<file path="src/rtl/spi_slot_arbiter.sv">
// Round-robin arbiter that lends the single host SPI link to one card slot per NSS frame.
// Define SPI_ARB_TIMEOUT_EN to build the WAIT_NSS grant watchdog; otherwise WAIT_NSS waits forever.
module spi_slot_arbiter #(
  parameter  int unsigned NUM_SLOTS      = 4,
  parameter  int unsigned TIMEOUT_CYCLES = 50000,
  localparam int unsigned SW             = $clog2(NUM_SLOTS)
) (
  input  logic                 CLK,
  input  logic                 RST,
  input  logic                 HOST_SPI_CLK_IN,
  input  logic                 HOST_SPI_MOSI_IN,
  input  logic                 HOST_SPI_NSS_IN,
  output logic                 HOST_SPI_MISO_OUT,
  output logic                 HOST_INT_OUT,
  output logic [SW-1:0]        HOST_SLOT_ID_OUT,
  output logic                 BUSY_OUT,
  output logic                 TIMEOUT_OUT,
  output logic [NUM_SLOTS-1:0] SLOT_SPI_CLK_OUT,
  output logic [NUM_SLOTS-1:0] SLOT_SPI_MOSI_OUT,
  output logic [NUM_SLOTS-1:0] SLOT_SPI_NSS_OUT,
  input  logic [NUM_SLOTS-1:0] SLOT_SPI_MISO_IN,
  input  logic [NUM_SLOTS-1:0] SLOT_SPI_INT_IN
);

  localparam int unsigned CW = 16;

  if (NUM_SLOTS < 2 || NUM_SLOTS > 8 || TIMEOUT_CYCLES < 1 || TIMEOUT_CYCLES > 65535) begin : g_param_check
    $error("spi_slot_arbiter: parameter out of range");
  end

  typedef enum logic [2:0] {
    IDLE,
    GRANT,
    WAIT_NSS,
    XFER,
    RELEASE
  } state_t;

  state_t               state;
  state_t               state_nxt;
  logic [NUM_SLOTS-1:0] req_m;
  logic [NUM_SLOTS-1:0] req_s;
  logic                 nss_m;
  logic                 nss_s;
  logic [SW-1:0]        rr_ptr;
  logic [SW-1:0]        grant_id;
  logic [SW-1:0]        pick_id;
  logic [SW-1:0]        scan_id;
  int unsigned          scan_idx;
  logic                 pick_vld;
  logic                 timeout_hit;
  logic                 grant_load;
  logic                 host_int_nxt;
  logic                 busy_nxt;
  logic                 timeout_nxt;
  logic                 route_en;

  // Two-flop synchronizers for the asynchronous request and chip-select lines
  always_ff @(posedge CLK) begin
    if (RST) begin
      req_m <= '0;
      req_s <= '0;
      nss_m <= 1'b1;
      nss_s <= 1'b1;
    end else begin
      req_m <= SLOT_SPI_INT_IN;
      req_s <= req_m;
      nss_m <= HOST_SPI_NSS_IN;
      nss_s <= nss_m;
    end
  end

  // First requesting slot at or above rr_ptr, wrapping modulo NUM_SLOTS
  always_comb begin
    pick_vld = 1'b0;
    pick_id  = '0;
    scan_idx = 0;
    scan_id  = '0;
    for (int unsigned i = 0; i < NUM_SLOTS; i++) begin
      scan_idx = 32'(rr_ptr) + i;
      if (scan_idx >= NUM_SLOTS) scan_idx = scan_idx - NUM_SLOTS;
      scan_id = SW'(scan_idx);
      if (!pick_vld && req_s[scan_id]) begin
        pick_vld = 1'b1;
        pick_id  = scan_id;
      end
    end
  end

`ifdef SPI_ARB_TIMEOUT_EN
  logic [CW-1:0] wait_cnt;

  // Counts cycles spent in WAIT_NSS; zero everywhere else so entry starts from 0
  always_ff @(posedge CLK) begin
    if (RST) begin
      wait_cnt <= '0;
    end else if (state == WAIT_NSS) begin
      wait_cnt <= wait_cnt + CW'(1);
    end else begin
      wait_cnt <= '0;
    end
  end

  assign timeout_hit = (state == WAIT_NSS) && (wait_cnt == CW'(TIMEOUT_CYCLES - 1));
`else
  assign timeout_hit = 1'b0;
`endif

  always_ff @(posedge CLK) begin
    if (RST) state <= IDLE;
    else     state <= state_nxt;
  end

  always_comb begin
    state_nxt   = state;
    timeout_nxt = 1'b0;
    grant_load  = 1'b0;
    case (state)
      IDLE: begin
        // A host frame already in progress without a grant is never forwarded
        if (pick_vld && nss_s) begin
          state_nxt  = GRANT;
          grant_load = 1'b1;
        end
      end
      GRANT:    state_nxt = WAIT_NSS;
      WAIT_NSS: begin
        if (!nss_s) begin
          state_nxt = XFER;
        end else if (timeout_hit) begin
          state_nxt   = RELEASE;
          timeout_nxt = 1'b1;
        end
      end
      XFER:     if (nss_s) state_nxt = RELEASE;
      RELEASE:  state_nxt = IDLE;
      default:  state_nxt = IDLE;
    endcase
    host_int_nxt = (state_nxt == WAIT_NSS) || (state_nxt == XFER);
    busy_nxt     = (state_nxt != IDLE);
  end

  always_ff @(posedge CLK) begin
    if (RST) begin
      rr_ptr           <= '0;
      grant_id         <= '0;
      HOST_INT_OUT     <= 1'b0;
      HOST_SLOT_ID_OUT <= '0;
      BUSY_OUT         <= 1'b0;
      TIMEOUT_OUT      <= 1'b0;
    end else begin
      if (grant_load) grant_id <= pick_id;
      // Serviced slot drops to lowest priority for the next round
      if (state == RELEASE) begin
        rr_ptr <= (grant_id == SW'(NUM_SLOTS - 1)) ? '0 : grant_id + SW'(1);
      end
      HOST_INT_OUT     <= host_int_nxt;
      HOST_SLOT_ID_OUT <= grant_id;
      BUSY_OUT         <= busy_nxt;
      TIMEOUT_OUT      <= timeout_nxt;
    end
  end

  assign route_en = (state == GRANT) || (state == WAIT_NSS) || (state == XFER);

  // SCK/MOSI/MISO/NSS follow the host pins combinationally; only the grant is registered
  always_comb begin
    SLOT_SPI_NSS_OUT  = '1;
    SLOT_SPI_CLK_OUT  = '0;
    SLOT_SPI_MOSI_OUT = '0;
    HOST_SPI_MISO_OUT = 1'b0;
    if (route_en) begin
      SLOT_SPI_NSS_OUT[grant_id]  = HOST_SPI_NSS_IN;
      SLOT_SPI_CLK_OUT[grant_id]  = HOST_SPI_CLK_IN;
      SLOT_SPI_MOSI_OUT[grant_id] = HOST_SPI_MOSI_IN;
      HOST_SPI_MISO_OUT           = SLOT_SPI_MISO_IN[grant_id];
    end
  end

endmodule

</file>
<file path="config.mk">
export PLATFORM = sky130hd
export DESIGN_NAME = spi_slot_arbiter
export DESIGN_NICKNAME = d
export VERILOG_FILES = /design/src/rtl/spi_slot_arbiter.sv
export SDC_FILE = /design/constraint.sdc
export NUM_CORES = 1
export LEC_CHECK = 0
export CAP_MARGIN = 0
export CORE_MARGIN = 2
export CORE_UTILIZATION = 30
export DETAILED_ROUTE_END_ITERATION = 8
export PLACE_DENSITY_LB_ADDON = 0.08
export RECOVER_POWER = 25
export SETUP_SLACK_MARGIN = 0.1
export SYNTH_ARGS = -nofsm -noshare
export SYNTH_HDL_FRONTEND = slang
export SYNTH_SLANG_ARGS = --single-unit
</file>
<file path="constraint.sdc">
create_clock -name CLK -period 1.3 [get_ports CLK]
set_input_delay 0.26 -clock CLK [delete_from_list [all_inputs] [get_ports CLK]]
set_output_delay 0.26 -clock CLK [all_outputs]
set_load 0.03 [all_outputs]
</file>
==> flow_results.xml, run 1 <==
<?xml version="1.0" encoding="UTF-8"?>
<metrics>
  <group name="global_routing">
    <metric name="grt_use_total" unit="%">13.94</metric>
    <metric name="global_route_wire_length_before_repair" unit="um">3636</metric>
    <metric name="grt-ovfl-total" unit="">0</metric>
    <metric name="grt_pass1_vias" unit="">877</metric>
    <metric name="antenna_found_initial" unit="">0</metric>
    <metric name="grt_start_max_net_pins" unit="">14</metric>
  </group>
  <group name="timing">
    <metric name="smallest_setup_slack_after_layout" unit="ns">-0.4103</metric>
    <metric name="timing.clock.skew" unit="ns">0.006522</metric>
    <metric name="slew-limit-headroom" unit="%">65.50</metric>
    <metric name="report.final.setup_viol" unit="">17</metric>
    <metric name="fin_crit_sh" unit="%">131.6</metric>
    <metric name="report.final.slew_viol_count" unit="">0</metric>
    <metric name="max_clock_freq" unit="GHz">0.5847</metric>
    <metric name="unrepaired_setup_endpoints_after_global_routing" unit="">yes</metric>
    <metric name="hold_violations" unit="">0</metric>
    <metric name="period_minus_slack" unit="ns">1.710</metric>
    <metric name="worst_margin_pin_slew" unit="ns">0.5176</metric>
  </group>
  <group name="synth">
    <metric name="postSynthRegisterBits" unit="">21</metric>
    <metric name="synth_enable_flop_cells" unit="">0</metric>
    <metric name="post_synth_main_area_contributors" unit="">dfxtp_1, and3_1, nor2b_1, ha_1, nand2_1</metric>
    <metric name="syn-mean-instance-area" unit="sq um">9.535</metric>
    <metric name="synthDominantAreaCellType" unit="">dfxtp_1</metric>
    <metric name="netlist_area_pre_place" unit="sq um">905.9</metric>
    <metric name="synth_top_cell_area_share" unit="%">46.41</metric>
    <metric name="ys.warnings.count" unit="">0</metric>
    <metric name="synth_most_common_cell" unit="">dfxtp_1</metric>
    <metric name="netlist-cell-type-count" unit="">31</metric>
    <metric name="ys_dominant_reg_cell" unit="">dfxtp_1</metric>
    <metric name="synth_nets" unit="">112</metric>
    <metric name="synth_commonest_cells" unit="">dfxtp_1, and3_1, nand2_1, nor2b_1</metric>
    <metric name="synth_async_sr_flop_share" unit="%">0</metric>
    <metric name="synthCells" unit="">95</metric>
    <metric name="synth_seq_area_share" unit="%">46.41</metric>
  </group>
  <group name="die">
    <metric name="core.rowCount" unit="">19</metric>
    <metric name="x_dimension_of_the_die" unit="um">58.95</metric>
    <metric name="number_of_i_o_pins" unit="">31</metric>
    <metric name="design.die.area" unit="sq um">3475</metric>
    <metric name="floorplan.die.height" unit="um">58.95</metric>
    <metric name="std_cell_core_area" unit="sq um">2805</metric>
    <metric name="floorplan.initialDensity" unit="%">32.29</metric>
  </group>
  <group name="worst_setup_path">
    <metric name="critical_path.top_delay_family" unit="">multiplexers</metric>
    <metric name="critical_path_peak_fanout" unit="">2</metric>
    <metric name="cp.buffers_inverters" unit="">1</metric>
    <metric name="crit_path_end_kind" unit="">output pin</metric>
    <metric name="worstPathArrival" unit="ns">1.45</metric>
    <metric name="timing.setup.critical_path_class" unit="">reg2out</metric>
    <metric name="ordered_cell_list_for_the_critical_path" unit="">mux4_2 -&gt; and2_4 -&gt; buf_6</metric>
    <metric name="worstSetupStartpointType" unit="">register</metric>
    <metric name="critical_path_required" unit="ns">1.04</metric>
    <metric name="crit_path_top_delay_cell" unit="">mux4_2</metric>
    <metric name="slowest_delay" unit="ns">0.50</metric>
  </group>
  <group name="cts">
    <metric name="clock_insertion_delay_worst_skew" unit="ns">0.30</metric>
    <metric name="clock-sinks" unit="">21</metric>
    <metric name="clock_tree.root_cell" unit="">clkbuf_4</metric>
    <metric name="tritoncts" unit="">built</metric>
    <metric name="clock_tree.htree_level_count" unit="">1</metric>
    <metric name="path_clk_slew" unit="ns">0.12</metric>
    <metric name="clock_tree.buffer_depth" unit="">2</metric>
    <metric name="cts_made_buffers" unit="">3</metric>
  </group>
  <group name="final_layout">
    <metric name="num_antenna_cells" unit="">0</metric>
    <metric name="fin_nets" unit="">175</metric>
    <metric name="layout-area-overhead-vs-synth" unit="%">89.37</metric>
    <metric name="post_route_cells_drive_above_1_share" unit="%">61.15</metric>
    <metric name="finalNonFillerCells" unit="">188</metric>
    <metric name="layout.filler_cells" unit="">251</metric>
  </group>
  <group name="drt">
    <metric name="remaining_drc_errors" unit="">4</metric>
    <metric name="ant_nets" unit="">0</metric>
    <metric name="wl_per_cell" unit="um">12.82</metric>
    <metric name="route.final.wire_length" unit="um">2410</metric>
    <metric name="viasPerCell" unit="">4.824</metric>
    <metric name="detailedRoute.firstIterationViolations" unit="">30</metric>
    <metric name="num_vias" unit="">907</metric>
    <metric name="detailedRoute.firstPassIterationCount" unit="">6</metric>
  </group>
  <group name="placed_design">
    <metric name="place_inst" unit="">172</metric>
    <metric name="post-dp-hpwl" unit="um">1579</metric>
    <metric name="place.port_buffers" unit="">29</metric>
    <metric name="gpl.final_weighted_congestion" unit="">0.7431</metric>
  </group>
  <group name="power">
    <metric name="leakagePower" unit="uW">0.0007322</metric>
    <metric name="vdd.ir_drop.worst" unit="mV">0.7606</metric>
    <metric name="power_density" unit="nW/um^2">833.9</metric>
    <metric name="total_power" unit="uW">1431</metric>
  </group>
  <group name="outcome">
    <metric name="failing_checks" unit="">DRC, setup timing</metric>
    <metric name="outcome" unit="">complete, but fails checks</metric>
  </group>
  <group name="flow_run">
    <metric name="drv.max_cap_violation_count" unit="">0</metric>
  </group>
  <group name="hold_path">
    <metric name="hold_path_class" unit="">in2reg</metric>
  </group>
</metrics>
==> registers in the layout (all words and copies together) (netlist names) <==
register and cells:
req_m 4, req_s 4, state 3, HOST_SLOT_ID_OUT 2
grant_id 2, rr_ptr 2, BUSY_OUT 1, HOST_INT_OUT 1
nss_m 1, nss_s 1
==> per-stage QoR <==
stage | utilization, % | setup TNS, ns | setup slack, ns | cell area [sq um] | hold slack [ns]
finish | 61.15 | -4.235 | -0.4103 | 1715 | 0.2646
global placement | 50.00 | -4.794 | -0.8181 | 1403 | 0.4070
floorplan | - | 0 | 0.01032 | 955.9 | 0.3509
detailed placement | 50.00 | -4.869 | -0.8337 | 1403 | 0.4046
global route | 61.15 | -5.462 | -0.4515 | 1715 | 0.2535
CTS | 58.61 | -4.331 | -0.4250 | 1644 | 0.4411
==> kinds of logic after synthesis <==
group                      after synthesis  synth area share (%)
and+or+nand+nor                         46                 28.59
DFF                                     21                 46.41
AOI/OAI and AO/OA                       13                 12.29
buffers and inverters                    9                 4.281
adders and majority gates                4                 5.525
muxes                                    1                 2.486
other                                    1                0.4140
==> metal layers <==
metal / global-route usage [%] / vias to the layer above / routed length (um)
li1: - / 452 / -
met1: 15.29 / 433 / 1002
met2: 25.71 / 20 / 1260
met3: 3.516 / 2 / 129
met4: 4.870 / 0 / 17
met5: 0 / - / 0
==> power breakdown <==
part           total, uW  internal (uW)  switching [uW]
registers            692            673            18.6
logic                422            224             198
clock network        317            117             199
total               1430           1010             416
==> repair_timing <==
item,CTS,global route
endpoints found under the hold margin,0,0
hold buffers,0,0
pin swaps,7,11
setup endpoints to repair,20,17
gates resized for setup,97,12
buffers inserted,8,4
==> final cells by class <==
cell class	count	area, sq um	share of cell area (%)
Multi-Input combinational cell	65	600.6	35.01
Timing Repair Buffer	62	584.3	34.06
Sequential cell	21	437.9	25.53
Tap cell	31	38.79	2.261
Inverter	5	23.77	1.386
Clock buffer	3	22.52	1.313
Clock inverter	1	7.507	0.4376
==> cells in the final DEF (no fill, tap or decap), types with 4 or more instances in the layout <==
| cell | netlist | routed |
|---|---|---|
| nor2b_1 | 9 | 9 |
| buf_6 | 0 | 25 |
| nand2_1 | 9 | 4 |
| clkdlybuf4s50_1 | 0 | 10 |
| nor2_1 | 5 | 4 |
| ha_4 | 0 | 4 |
| buf_4 | 1 | 20 |
| and3_4 | 0 | 8 |
| dfxtp_1 | 21 | 13 |
| dfxtp_2 | 0 | 5 |
==> path summary, 6_finish.rpt <==
path                         from                end  slack, ns  cells past startpoint
setup / recovery      grant_id[0]  HOST_SPI_MISO_OUT      -0.41                      3
hold / removal    HOST_SPI_NSS_IN              nss_m       0.26                      2
setup reg to reg         req_s[1]        grant_id[0]      -0.17                      4
hold reg to reg             nss_m              nss_s       0.43                      1
(Power assumes the default switching activity.)
==> run 2, diff against run 1 <==
CORE_UTILIZATION = 41   (was 30)
CTS_BUF_LIST = sky130_fd_sc_hd__clkbuf_4   (was not set)
==> run 2 against run 1 <==
Compared with the run above: the run ends with setup timing left; utilization increased by 18 points; highest routed layer unchanged; largest cell class unchanged; clock power increased by 3%; final area decreased by 0.88%.
==> flow_results.xml, run 2 (synthesis gave the netlist of run 1 again) <==
<?xml version="1.0" encoding="UTF-8"?>
<metrics>
  <group name="worst_setup_path">
    <metric name="worstPathArrival" unit="ns">1.43</metric>
    <metric name="critical_path_required" unit="ns">1.04</metric>
    <metric name="critical_path_peak_fanout" unit="">1</metric>
    <metric name="crit_path_end_kind" unit="">output pin</metric>
    <metric name="reg2reg_slack" unit="ns">-0.22</metric>
    <metric name="worstSetupStartpointType" unit="">input port</metric>
    <metric name="worst_r2r_endpoint" unit="">grant_id[0]</metric>
    <metric name="worst_r2r_path_depth" unit="">4</metric>
    <metric name="timing.setup.critical_path_class" unit="">in2out</metric>
    <metric name="critical_path.reg2reg.startpoint" unit="">req_s[0]</metric>
  </group>
  <group name="final_layout">
    <metric name="fin_nets" unit="">175</metric>
    <metric name="layout_utilization" unit="%">79.15</metric>
    <metric name="layout.filler_cells" unit="">131</metric>
    <metric name="multiInputGateArea" unit="sq um">603.1</metric>
    <metric name="num_antenna_cells" unit="">0</metric>
    <metric name="layout.cells.most_common_list" unit="">buf_6, buf_4, clkdlybuf4s50_1</metric>
    <metric name="area.sequential" unit="sq um">440.4</metric>
    <metric name="reg.largest.list" unit="">req_m (4), req_s (4), state (3)</metric>
    <metric name="layout-area-overhead-vs-synth" unit="%">87.71</metric>
    <metric name="post_route_cells_drive_above_1_share" unit="%">61.78</metric>
  </group>
  <group name="hold_path">
    <metric name="min_to" unit="">nss_s</metric>
    <metric name="hold_path_depth" unit="">1</metric>
    <metric name="timing.hold.worst.start" unit="">nss_m</metric>
    <metric name="hold_path_class" unit="">reg2reg</metric>
  </group>
  <group name="timing">
    <metric name="hold-worst-slack" unit="ns">0.4401</metric>
    <metric name="slew-limit-headroom" unit="%">63.59</metric>
    <metric name="unrepaired_setup_endpoints_after_global_routing" unit="">yes</metric>
    <metric name="worst_margin_pin_slew" unit="ns">0.5461</metric>
    <metric name="period_minus_slack" unit="ns">1.689</metric>
    <metric name="hold_violations" unit="">0</metric>
    <metric name="max_clock_freq" unit="GHz">0.5920</metric>
    <metric name="report.final.setup_viol" unit="">16</metric>
    <metric name="smallest_setup_slack_after_layout" unit="ns">-0.3891</metric>
    <metric name="report.final.slew_viol_count" unit="">0</metric>
    <metric name="fin_crit_sh" unit="%">129.9</metric>
    <metric name="timing.clock.skew" unit="ns">0.007290</metric>
  </group>
  <group name="cts">
    <metric name="clock_insertion_delay_worst_skew" unit="ns">0.30</metric>
    <metric name="ctsHoldBuffers" unit="">0</metric>
    <metric name="clock_tree.buffer_depth" unit="">2</metric>
    <metric name="tritoncts" unit="">built</metric>
    <metric name="clock-sinks" unit="">21</metric>
    <metric name="cts_made_buffers" unit="">3</metric>
    <metric name="clock_tree.root_cell" unit="">clkbuf_4</metric>
    <metric name="path_clk_slew" unit="ns">0.11</metric>
    <metric name="clock_tree.htree_level_count" unit="">1</metric>
  </group>
  <group name="die">
    <metric name="number_of_i_o_pins" unit="">31</metric>
    <metric name="std_cell_core_area" unit="sq um">2148</metric>
    <metric name="x_dimension_of_the_die" unit="um">51.01</metric>
    <metric name="core.rowCount" unit="">17</metric>
    <metric name="design.die.area" unit="sq um">2602</metric>
    <metric name="floorplan.die.height" unit="um">51.01</metric>
    <metric name="floorplan.initialDensity" unit="%">42.17</metric>
  </group>
  <group name="drt">
    <metric name="route.final.wire_length" unit="um">2540</metric>
    <metric name="wl_per_cell" unit="um">13.73</metric>
    <metric name="remaining_drc_errors" unit="">0</metric>
    <metric name="detailedRoute.firstIterationViolations" unit="">8</metric>
    <metric name="num_vias" unit="">928</metric>
    <metric name="ant_nets" unit="">0</metric>
    <metric name="detailedRoute.firstPassIterationCount" unit="">4</metric>
    <metric name="viasPerCell" unit="">5.016</metric>
  </group>
  <group name="global_routing">
    <metric name="global_route_wire_length_before_repair" unit="um">3601</metric>
    <metric name="grt_pass1_vias" unit="">841</metric>
    <metric name="antenna_found_initial" unit="">0</metric>
    <metric name="grt_use_total" unit="%">18.66</metric>
    <metric name="grt_start_max_net_pins" unit="">12</metric>
    <metric name="grt-ovfl-total" unit="">0</metric>
  </group>
  <group name="power">
    <metric name="power_density" unit="nW/um^2">860.5</metric>
    <metric name="vdd.ir_drop.worst" unit="mV">0.6900</metric>
    <metric name="leakagePower" unit="uW">0.0007225</metric>
  </group>
  <group name="outcome">
    <metric name="outcome" unit="">complete, but fails checks</metric>
    <metric name="failing_checks" unit="">setup timing</metric>
  </group>
  <group name="placed_design">
    <metric name="post-dp-hpwl" unit="um">1555</metric>
    <metric name="place.port_buffers" unit="">29</metric>
    <metric name="gpl.final_weighted_congestion" unit="">0.7507</metric>
  </group>
  <group name="flow_run">
    <metric name="drv.max_cap_violation_count" unit="">0</metric>
  </group>
</metrics>
## run 2: stage by stage
step	total power, uW	cells	cell area (sq um)	TNS (ns)	setup WS [ns]
after floorplan	885.7	95	955.9	0	0.01032
after global placement	1040	170	1406	-4.428	-0.8154
after detailed placement	1046	170	1406	-4.606	-0.8486
after CTS	1415	177	1594	-4.438	-0.4000
after global routing	1530	185	1700	-5.359	-0.4527
final	1463	185	1700	-4.364	-0.3891
## run 2: report_power, final
| group | leakage [uW] | total [uW] | internal [uW] | switching (uW) |
|---|---|---|---|---|
| logic | 0.000527 | 444 | 243 | 202 |
| registers | 0.000177 | 694 | 674 | 19.8 |
| clock network | 0.0000184 | 325 | 141 | 185 |
| total | 0.000722 | 1460 | 1060 | 406 |
## run 2: layout make-up
cell class	count	share of cell area, %
Multi-Input combinational cell	65	35.47
Timing Repair Buffer	62	33.41
Sequential cell	21	25.90
Tap cell	28	2.060
Clock buffer	4	1.766
Inverter	5	1.398
## run 2: how the worst max path moves through the flow
stage                   startpoint                end  slack [ns]  cells after the start
2_1_floorplan          grant_id[0]  HOST_SPI_MISO_OUT        0.01                      2
3_3_place_gp   SLOT_SPI_MISO_IN[3]  HOST_SPI_MISO_OUT       -0.82                      4
3_5_place_dp   SLOT_SPI_MISO_IN[3]  HOST_SPI_MISO_OUT       -0.85                      4
4_1_cts                grant_id[0]  HOST_SPI_MISO_OUT       -0.40                      3
5_1_grt                grant_id[0]  HOST_SPI_MISO_OUT       -0.45                      3
6_report       SLOT_SPI_MISO_IN[3]  HOST_SPI_MISO_OUT       -0.39                      4
## run 2: timing repair
item | in CTS | in global routing
hold endpoints to repair | 0 | 0
pin swaps | 7 | 14
gates resized for setup | 71 | 37
setup endpoints to repair | 20 | 19
buffers inserted | 3 | 8
## run 2: critical path, stage by stage
cell             delay, ns
clkdlybuf4s50_1       0.43
mux4_2                0.47
and2_4                0.15
buf_6                 0.13
## run 2: metal layers
metal	up-vias	wire, um	GRT usage [%]
met1	448	1033	19.44
met2	23	1382	35.06
met3	2	107	4.094
met4	0	16	8.559
met5	-	0	0
li1	455	-	-
==> run 3, diff against run 2 <==
CAP_MARGIN = 15   (was 0)
==> results of run 3 <==
Same layout as run 2: the final DEF is identical, and so are final timing and power.
